$ cat src/rtl/mem_arbiter_pkg.sv
// Shared defines for the memory arbiter: data width, grant tags, FSM states.
package mem_arbiter_pkg;

    localparam int XLEN_DEF = 32;

    typedef enum logic [1:0] {
        TAG_NONE = 2'd0,
        TAG_IF   = 2'd1,
        TAG_D    = 2'd2,
        TAG_DMA  = 2'd3
    } tag_t;

    typedef enum logic {
        ST_ARB  = 1'b0,
        ST_LOCK = 1'b1
    } state_t;

endpackage

$ cat src/rtl/arb_starve_cnt.sv
// Saturating count of cycles the DMA port has waited without a grant.
module arb_starve_cnt #(
    parameter int LIMIT = 8
) (
    input  logic clk,
    input  logic rst,
    input  logic inc,
    input  logic clr,
    output logic full
);

    localparam int W = $clog2(LIMIT + 1);

    logic [W-1:0] cnt;

    always_ff @(posedge clk) begin
        if (rst) begin
            cnt <= '0;
        end else if (clr) begin
            cnt <= '0;
        end else if (inc && cnt != W'(LIMIT)) begin
            cnt <= cnt + 1'b1;
        end
    end

    assign full = (cnt == W'(LIMIT));

endmodule

$ cat src/rtl/mem_arbiter.sv
// Single-port memory arbiter for fetch, data and DMA requesters.
// Define MEM_ARBITER_DMA_EN to enable the DMA port, starvation override and burst lock.
module mem_arbiter
    import mem_arbiter_pkg::*;
#(
    parameter int XLEN         = XLEN_DEF,
    parameter int STARVE_LIMIT = 8,
    parameter int LOCK_MAX     = 16
) (
    input  logic            clk,
    input  logic            rst,
    input  logic            if_req,
    input  logic [XLEN-1:0] if_addr,
    output logic            if_gnt,
    output logic            if_rvalid,
    output logic [XLEN-1:0] if_rdata,
    input  logic            d_req,
    input  logic [XLEN-1:0] d_addr,
    input  logic [XLEN-1:0] d_wdata,
    input  logic [3:0]      d_wea,
    output logic            d_gnt,
    output logic            d_rvalid,
    output logic [XLEN-1:0] d_rdata,
    input  logic            dma_req,
    input  logic            dma_lock,
    input  logic [XLEN-1:0] dma_addr,
    input  logic [XLEN-1:0] dma_wdata,
    input  logic [3:0]      dma_wea,
    output logic            dma_gnt,
    output logic            dma_rvalid,
    output logic [XLEN-1:0] dma_rdata,
    output logic            mem_en,
    output logic [XLEN-1:0] mem_addr,
    output logic [XLEN-1:0] mem_wdata,
    output logic [3:0]      mem_wea,
    input  logic [XLEN-1:0] mem_rdata,
    output logic            stall_core
);

    localparam int LW = $clog2(LOCK_MAX + 1);

    state_t          state, state_nxt;
    logic [LW-1:0]   lock_cnt, lock_nxt;
    tag_t            tag, tag_nxt;
    logic [XLEN-1:0] rdata_q, rdata_out;
    logic            starve_full;
    logic            dma_on;

`ifdef MEM_ARBITER_DMA_EN
    localparam bit DMA_EN = 1'b1;

    arb_starve_cnt #(
        .LIMIT(STARVE_LIMIT)
    ) u_starve (
        .clk  (clk),
        .rst  (rst),
        .inc  (dma_req && !dma_gnt),
        .clr  (dma_gnt),
        .full (starve_full)
    );
`else
    localparam bit DMA_EN = 1'b0;

    assign starve_full = 1'b0;
`endif

    assign dma_on = DMA_EN && dma_req;

    always_comb begin
        d_gnt     = 1'b0;
        if_gnt    = 1'b0;
        dma_gnt   = 1'b0;
        state_nxt = state;
        lock_nxt  = lock_cnt;
        unique case (state)
            ST_ARB: begin
                if (dma_on && starve_full) dma_gnt = 1'b1;
                else if (d_req)            d_gnt   = 1'b1;
                else if (if_req)           if_gnt  = 1'b1;
                else if (dma_on)           dma_gnt = 1'b1;
                // The granting cycle counts as the first locked cycle
                if (dma_gnt && dma_lock && LOCK_MAX > 1) begin
                    state_nxt = ST_LOCK;
                    lock_nxt  = LW'(1);
                end
            end
            ST_LOCK: begin
                dma_gnt  = dma_on;
                lock_nxt = lock_cnt + 1'b1;
                if (!dma_lock || lock_nxt == LW'(LOCK_MAX)) begin
                    state_nxt = ST_ARB;
                end
            end
        endcase
    end

    always_comb begin
        mem_addr  = '0;
        mem_wdata = '0;
        mem_wea   = '0;
        unique case (1'b1)
            d_gnt: begin
                mem_addr  = d_addr;
                mem_wdata = d_wdata;
                mem_wea   = d_wea;
            end
            if_gnt: begin
                mem_addr  = if_addr;
            end
            dma_gnt: begin
                mem_addr  = dma_addr;
                mem_wdata = dma_wdata;
                mem_wea   = dma_wea;
            end
            default: begin
                mem_addr  = '0;
            end
        endcase
    end

    assign mem_en     = d_gnt || if_gnt || dma_gnt;
    assign stall_core = (d_req && !d_gnt) || (if_req && !if_gnt);

    always_comb begin
        tag_nxt = TAG_NONE;
        if (d_gnt && d_wea == 4'b0)        tag_nxt = TAG_D;
        else if (if_gnt)                   tag_nxt = TAG_IF;
        else if (dma_gnt && dma_wea == 4'b0) tag_nxt = TAG_DMA;
    end

    always_ff @(posedge clk) begin
        if (rst) begin
            state    <= ST_ARB;
            lock_cnt <= '0;
            tag      <= TAG_NONE;
        end else begin
            state    <= state_nxt;
            lock_cnt <= lock_nxt;
            tag      <= tag_nxt;
        end
    end

    // Read data path needs no reset; it only holds the last returned word
    always_ff @(posedge clk) begin
        if (tag != TAG_NONE) rdata_q <= mem_rdata;
    end

    assign rdata_out  = (tag != TAG_NONE) ? mem_rdata : rdata_q;
    assign if_rdata   = rdata_out;
    assign d_rdata    = rdata_out;
    assign dma_rdata  = DMA_EN ? rdata_out : '0;
    assign if_rvalid  = (tag == TAG_IF);
    assign d_rvalid   = (tag == TAG_D);
    assign dma_rvalid = DMA_EN && (tag == TAG_DMA);

endmodule

$ cat config.mk
export PLATFORM = sky130hd
export DESIGN_NAME = mem_arbiter
export DESIGN_NICKNAME = d
export VERILOG_FILES = /design/src/rtl/mem_arbiter_pkg.sv /design/src/rtl/arb_starve_cnt.sv /design/src/rtl/mem_arbiter.sv
export SDC_FILE = /design/constraint.sdc
export NUM_CORES = 1
export LEC_CHECK = 0
export CAP_MARGIN = 30
export CORE_AREA = 8 8 141 143
export CTS_CLUSTER_DIAMETER = 200
export CTS_CLUSTER_SIZE = 16
export DETAILED_ROUTE_END_ITERATION = 8
export DIE_AREA = 0 0 149 151
export PLACE_DENSITY = 0.55
export SYNTH_ARGS = -nofsm -noshare
export SYNTH_HDL_FRONTEND = slang
export SYNTH_SLANG_ARGS = --single-unit
$ cat constraint.sdc
create_clock -name clk -period 2.16 [get_ports clk]
set_input_delay 0.432 -clock clk [delete_from_list [all_inputs] [get_ports clk]]
set_output_delay 0.432 -clock clk [all_outputs]
set_load 0.02 [all_outputs]
==> impl_metrics.json, run 1 <==
{
  "hold_path_class": "reg -> reg",
  "grt_max_degree": 33,
  "synthesis.area_um2": 2494,
  "area_delta_synth_final_pct": 107.8,
  "dpl_cell_area_um2": 5172,
  "fmax_ghz": 0.4707,
  "drv_slew": 0,
  "rows": 49,
  "yosysWarnings": 0,
  "viasPerCell": 3.656,
  "finalHoldViolCount": 0,
  "via_count": 2680,
  "worstPathArrival_ns": 1.69,
  "cts_made_buffers": 5,
  "crit_type": "reg -> out",
  "drtIter0Drc": 32,
  "synthCells": 254,
  "die_w_um": 149,
  "antenna_left": 0,
  "setup_viol": 0,
  "p_sw_uw": 1160,
  "outcome": "completed",
  "critPathLaunch": "tag[1]",
  "cp_slowest_cell": "mux2_2",
  "power.density_nw_per_um2": 620.1,
  "crit_required_ns": 1.73,
  "htree_levels": 2,
  "reg2reg_to": "rdata_q[15]",
  "synth.top_cells.by_area": "dfxtp_1 (32%), buf_4 (21%), mux2_2 (14%), a22o_1 (11%), and2_1 (9.0%)",
  "peakVddDrop_v": 0.0003611,
  "final_cell_mix": "clkdlybuf4s50_1 (137), clkbuf_2 (53), dfxtp_1 (39)",
  "cts-root-buf": "clkbuf_16",
  "die_y_um": 151,
  "mostFrequentLayoutCell": "clkdlybuf4s50_1",
  "dpl.hpwl_um": 11840,
  "initial_core_util_pct": 14.12,
  "endpoint_kind": "output port",
  "num_antenna_cells": 0,
  "drt_wl_total_um": 13880,
  "r2r_cells": 3,
  "grt_pass1_vias": 2926,
  "synth_seq_cells": 40,
  "grt_pass1_wl_um": 18820,
  "track_usage_pct": 11.10,
  "hold_buffers": 0,
  "route.detailed.drc": 0,
  "fin_crit_ns": 2.125,
  "core_area_um2": 17660,
  "rsz0062_at_grt": "true",
  "fin_tns_setup_ns": 0,
  "hold_end": "rdata_q[8]",
  "fin_area_um2": 5181,
  "synth_area_per_cell_um2": 9.817,
  "final_util_pct": 29.34,
  "io_buffers": 274,
  "io_pins": 378,
  "synth_top_cell_area_share_pct": 32.11,
  "numClockSinks": 40,
  "seqPwrFrac_pct": 27.8,
  "place.gp.congestion": 0.9094,
  "cp_max_fo": 32,
  "p_leak_uw": 0.002284,
  "nNetsFinal": 711,
  "die_area_um2": 22500,
  "wl_per_cell_um": 18.94,
  "worst_setup_path_start_kind": "register",
  "p_int_uw": 2052,
  "clk_latency_ns": 0.28,
  "synth_top_area_cell": "dfxtp_1",
  "first_pass_iters": 4,
  "rrSetupSlack_ns": 0.94,
  "cts.path.max_buffers": 2,
  "switching_share_pct": 36.12,
  "drive_gt1_share_pct": 34.13,
  "yosysSeqAreaShare_pct": 32.11,
  "holdWs_ns": 0.4872,
  "crit_path_max_incr_delay_ns": 0.39,
  "synth_cell_types": 25,
  "drv_cap": 0,
  "finClkSkew_ns": 0.006075,
  "grt_remaining_overflow": 0,
  "crit_chain": "nor2_4 > buf_12 > mux2_2 > dlygate4sd2_1",
  "grt_antenna_before_repair": 0,
  "cts_tree": "built",
  "p_comb_share_pct": 49.0,
  "hold-path-cell-count": 1,
  "r2r_start": "tag[1]",
  "fin_crit_sh_pct": 98.36,
  "clk_pin_slew_ns": 0.06,
  "clkPwrFrac_pct": 23.2,
  "hp-start": "rdata_q[8]"
}
[kinds of logic after synthesis]
family | Yosys count | share of synthesized area (%)
other | 1 | 0.1504
adders and majority gates | 2 | 0.9031
buffers and inverters | 82 | 24.33
muxes | 34 | 15.25
xor gates and xnor gates | 4 | 1.405
and+or+nand+nor | 58 | 14.25
DFF | 40 | 32.11
AOI/OAI and AO/OA | 33 | 11.59
[registers in the layout (all words and copies together), names as in the netlist]
register	cells
lock_cnt	5
state	1
tag	2
rdata_q	32
[worst max-delay path: cells and delay by family (launching register included)]
kind | cells | cell delay [ns]
DFF | 1 | 0.34
muxes | 1 | 0.39
buffers and inverters | 2 | 0.53
and+or+nand+nor | 1 | 0.13
[Yosys cell counts, drive strengths merged]
| cell type | n |
|---|---|
| a22o | 32 |
| a311oi | 1 |
| and2 | 36 |
| and2b | 1 |
| buf | 80 |
| clkbuf | 2 |
| conb | 1 |
| dfxtp | 40 |
| ha | 1 |
| maj3 | 1 |
| mux2 | 32 |
| mux2i | 2 |
| nand2 | 4 |
| nand2b | 2 |
| nand4 | 2 |
| nor2 | 7 |
| nor2b | 3 |
| nor3b | 1 |
| nor4 | 1 |
| or2 | 1 |
| xnor2 | 1 |
| xor2 | 3 |
[final cells by class]
type | instances | area (µm²)
multi-input combinational | 165 | 1234
clock buffer | 7 | 152.6
tap | 229 | 286.5
fill | 1876 | 12480
sequential | 40 | 802.0
timing repair buffer | 292 | 2706
[what timing repair did]
item	CTS	global route
cloned	3	1
setup buffers	5	1
gates resized for setup	239	116
endpoints found under the setup margin	136	110
pin swaps	2	1
[how the worst max path moves through the flow]
stage	end	slack, ns	cells after the start
after floorplan	if_rdata[10]	0.39	4
after global placement	mem_addr[23]	-0.54	5
after detailed placement	mem_addr[23]	-0.57	5
after CTS	d_rdata[15]	0.0006	4
after global routing	d_rdata[19]	-0.06	4
final	d_rdata[19]	0.04	4
[power groups by stage]
| stage | Clock, µW | Combinational, µW | Sequential [µW] |
|---|---|---|---|
| floorplan | 0 | 1010 | 899 |
| global placement | 0 | 1800 | 902 |
| detailed placement | 0 | 1810 | 910 |
| CTS | 784 | 1630 | 894 |
| global route | 816 | 1670 | 905 |
| finish | 745 | 1570 | 893 |
[layer usage]
metal	vias up	track usage, %	part of all wire, %
met3	12	4.810	11
li1	1256	-	-
met5	-	0	0
met4	0	3.635	2.3
met1	1224	10.75	35
met2	188	20.77	52
[metrics by stage]
stage | instances | setup slack (ns) | total power, µW
after global placement | 716 | -0.5410 | 2704
final | 733 | 0.03540 | 3213
after floorplan | 287 | 0.3915 | 1908
after global routing | 733 | -0.05995 | 3388
after detailed placement | 716 | -0.5696 | 2723
after CTS | 731 | 0.0006394 | 3307
No activity file was read; power rests on OpenSTA's default activity.
==> inputs of run 2 (changes only) <==
--- a/config.mk
+++ b/config.mk
@@ -8,3 +8,3 @@
 export CAP_MARGIN = 30
-export CORE_AREA = 8 8 141 143
+export CORE_AREA = 2 2 148 150
 export CTS_CLUSTER_DIAMETER = 200
@@ -12,4 +12,4 @@
 export DETAILED_ROUTE_END_ITERATION = 8
-export DIE_AREA = 0 0 149 151
-export PLACE_DENSITY = 0.55
+export DIE_AREA = 0 0 150 152
+export PLACE_DENSITY_LB_ADDON = 0.08
 export SYNTH_ARGS = -nofsm -noshare
==> constraint.sdc (replaced) <==
create_clock -name clk -period 2.16 [get_ports clk]
set_input_delay 0.54 -clock clk [delete_from_list [all_inputs] [get_ports clk]]
set_output_delay 0.54 -clock clk [all_outputs]
set_load 0.02 [all_outputs]
==> run 2 against run 1 <==
  * Flip-flop and latch count unchanged
  * First-iteration DRC count up 78%
  * Highest routed layer unchanged
  * Register-to-register slack about the same
==> impl_metrics.json, run 2 (same netlist as run 1, synthesis figures left out) <==
{
  "drtIter0Drc": 57,
  "crit_type": "in -> out",
  "outcome": "completed",
  "p_int_uw": 2100,
  "clk_latency_ns": 0.29,
  "peakVddDrop_v": 0.0002519,
  "grt_remaining_overflow": 0,
  "die_w_um": 150,
  "drv_cap": 0,
  "cts.path.max_buffers": 2,
  "cts-root-buf": "clkbuf_16",
  "drv_slew": 0,
  "crit_required_ns": 1.62,
  "fin_area_um2": 5240,
  "grt_pass1_vias": 2641,
  "grt_antenna_before_repair": 0,
  "fmax_ghz": 0.4696,
  "dp_slack_ns": -0.7753,
  "timing.final.ws_setup_ns": 0.03066,
  "drt_wl_total_um": 10920,
  "p_leak_uw": 0.002386,
  "register_area_um2": 805.8,
  "fin_crit_ns": 2.129,
  "track_usage_pct": 9.029,
  "power_uw": 3264,
  "dpl.hpwl_um": 8498,
  "seqPwrFrac_pct": 27.2,
  "numClockSinks": 40,
  "finalHoldViolCount": 0,
  "initial_core_util_pct": 11.68,
  "place.gp.congestion": 0.7863,
  "worstPathArrival_ns": 1.59,
  "nFillCells": 2357,
  "rows": 54,
  "wl_per_cell_um": 13.76,
  "nNetsFinal": 720,
  "p_comb_share_pct": 46.3,
  "crit_chain": "buf_2 > nor2b_4 > buf_6 > buf_12 > buf_12 > a22o_4 > buf_6",
  "core_area_um2": 21350,
  "area_delta_synth_final_pct": 110.1,
  "largest_reg_flops": 32,
  "io_buffers": 274,
  "multi_input_area_um2": 1236,
  "grt_max_degree": 37,
  "num_antenna_cells": 0,
  "viasPerCell": 3.359,
  "die_y_um": 152,
  "worst_setup_path_start_kind": "primary input",
  "clkPwrFrac_pct": 26.5,
  "hold_path_class": "reg -> reg",
  "route.detailed.drc": 0,
  "via_count": 2667,
  "io_pins": 378,
  "cp_max_fo": 17,
  "rsz0062_at_grt": "true",
  "regMostFlops": "rdata_q",
  "grt_pass1_wl_um": 15530,
  "crit_path_max_incr_delay_ns": 0.27,
  "final_cell_mix": "clkdlybuf4s50_1 (135), buf_2 (68), dfxtp_1 (38)",
  "htree_levels": 2,
  "p_sw_uw": 1164,
  "cts_made_buffers": 5,
  "reg_top3": "rdata_q x32, lock_cnt x5, tag x2",
  "dpl_cell_area_um2": 5276,
  "fin_tns_setup_ns": 0,
  "clk_pin_slew_ns": 0.06,
  "power.density_nw_per_um2": 622.9,
  "cts_tree": "built",
  "switching_share_pct": 35.67,
  "setup_viol": 0,
  "finClkSkew_ns": 0.004325,
  "drive_gt1_share_pct": 35.41,
  "antenna_left": 0,
  "cp_slowest_cell": "a22o_4",
  "hold_buffers": 0,
  "die_area_um2": 22800,
  "first_pass_iters": 4,
  "fin_crit_sh_pct": 98.58,
  "endpoint_kind": "output port",
  "mostFrequentLayoutCell": "clkdlybuf4s50_1"
}
[run 2: cell types whose count changed in the layout (fill, tap and decap cells not counted), sizes merged]
cell / previous run / this run
bufbuf: 0 / 1
clkinvlp: 0 / 1
clkinv: 0 / 1
bufinv: 0 / 1
clkbuf: 61 / 18
clkdlybuf4s15: 39 / 1
clkdlybuf4s50: 137 / 135
dlygate4sd2: 17 / 32
buf: 45 / 119
[run 2: final timing paths]
check	end	cells after the start	slack (ns)	from
worst max-delay path	mem_addr[8]	7	0.03	d_req
worst min-delay path	rdata_q[20]	1	0.49	rdata_q[20]
worst max register to register	rdata_q[14]	4	0.93	tag[1]
worst min register to register	rdata_q[20]	1	0.49	rdata_q[20]
[run 2: critical path, delay by kind of cell]
family | cells | cell delay (ns)
simple gates | 1 | 0.14
compound gates | 1 | 0.27
buf+inv | 5 | 0.64
[run 2: what timing repair did]
action	in CTS	in global routing
endpoints found under the setup margin	137	33
endpoints found under the hold margin	0	0
setup buffers	5	5
resized for setup	452	39
cloned	4	0
pin swaps	6	12
[run 2: power groups by stage]
stage | Combinational [µW] | Sequential (µW) | Clock (µW)
2_1_floorplan | 1010 | 899 | 0
3_3_place_gp | 1760 | 903 | 0
3_5_place_dp | 1760 | 907 | 0
4_1_cts | 1520 | 890 | 928
5_1_grt | 1610 | 902 | 941
6_report | 1510 | 888 | 865
[run 2: per-layer routing]
layer	global-route usage, %	vias to the layer above	part of all wire, %
met4	3.549	0	2.6
met1	9.730	1219	38
met2	16.20	152	51
met5	0	-	0
met3	2.883	16	8.6
li1	-	1280	-
[run 2: final cells by class]
class	count	share of cell area (%)
Clock buffer	5	2.388
Sequential cell	40	15.38
Clock inverter	3	0.8118
Multi-Input combinational cell	165	23.59
Timing Repair Buffer	301	51.15
Tap cell	280	6.686
[run 2: metrics by stage]
stage | util (%) | cells | hold slack, ns
detailed placement | 24.71 | 772 | 0.4805
CTS | 24.26 | 789 | 0.4925
finish | 24.54 | 794 | 0.4869
global placement | 24.71 | 772 | 0.4706
global route | 24.54 | 794 | 0.5027
floorplan | - | 287 | 0.4885
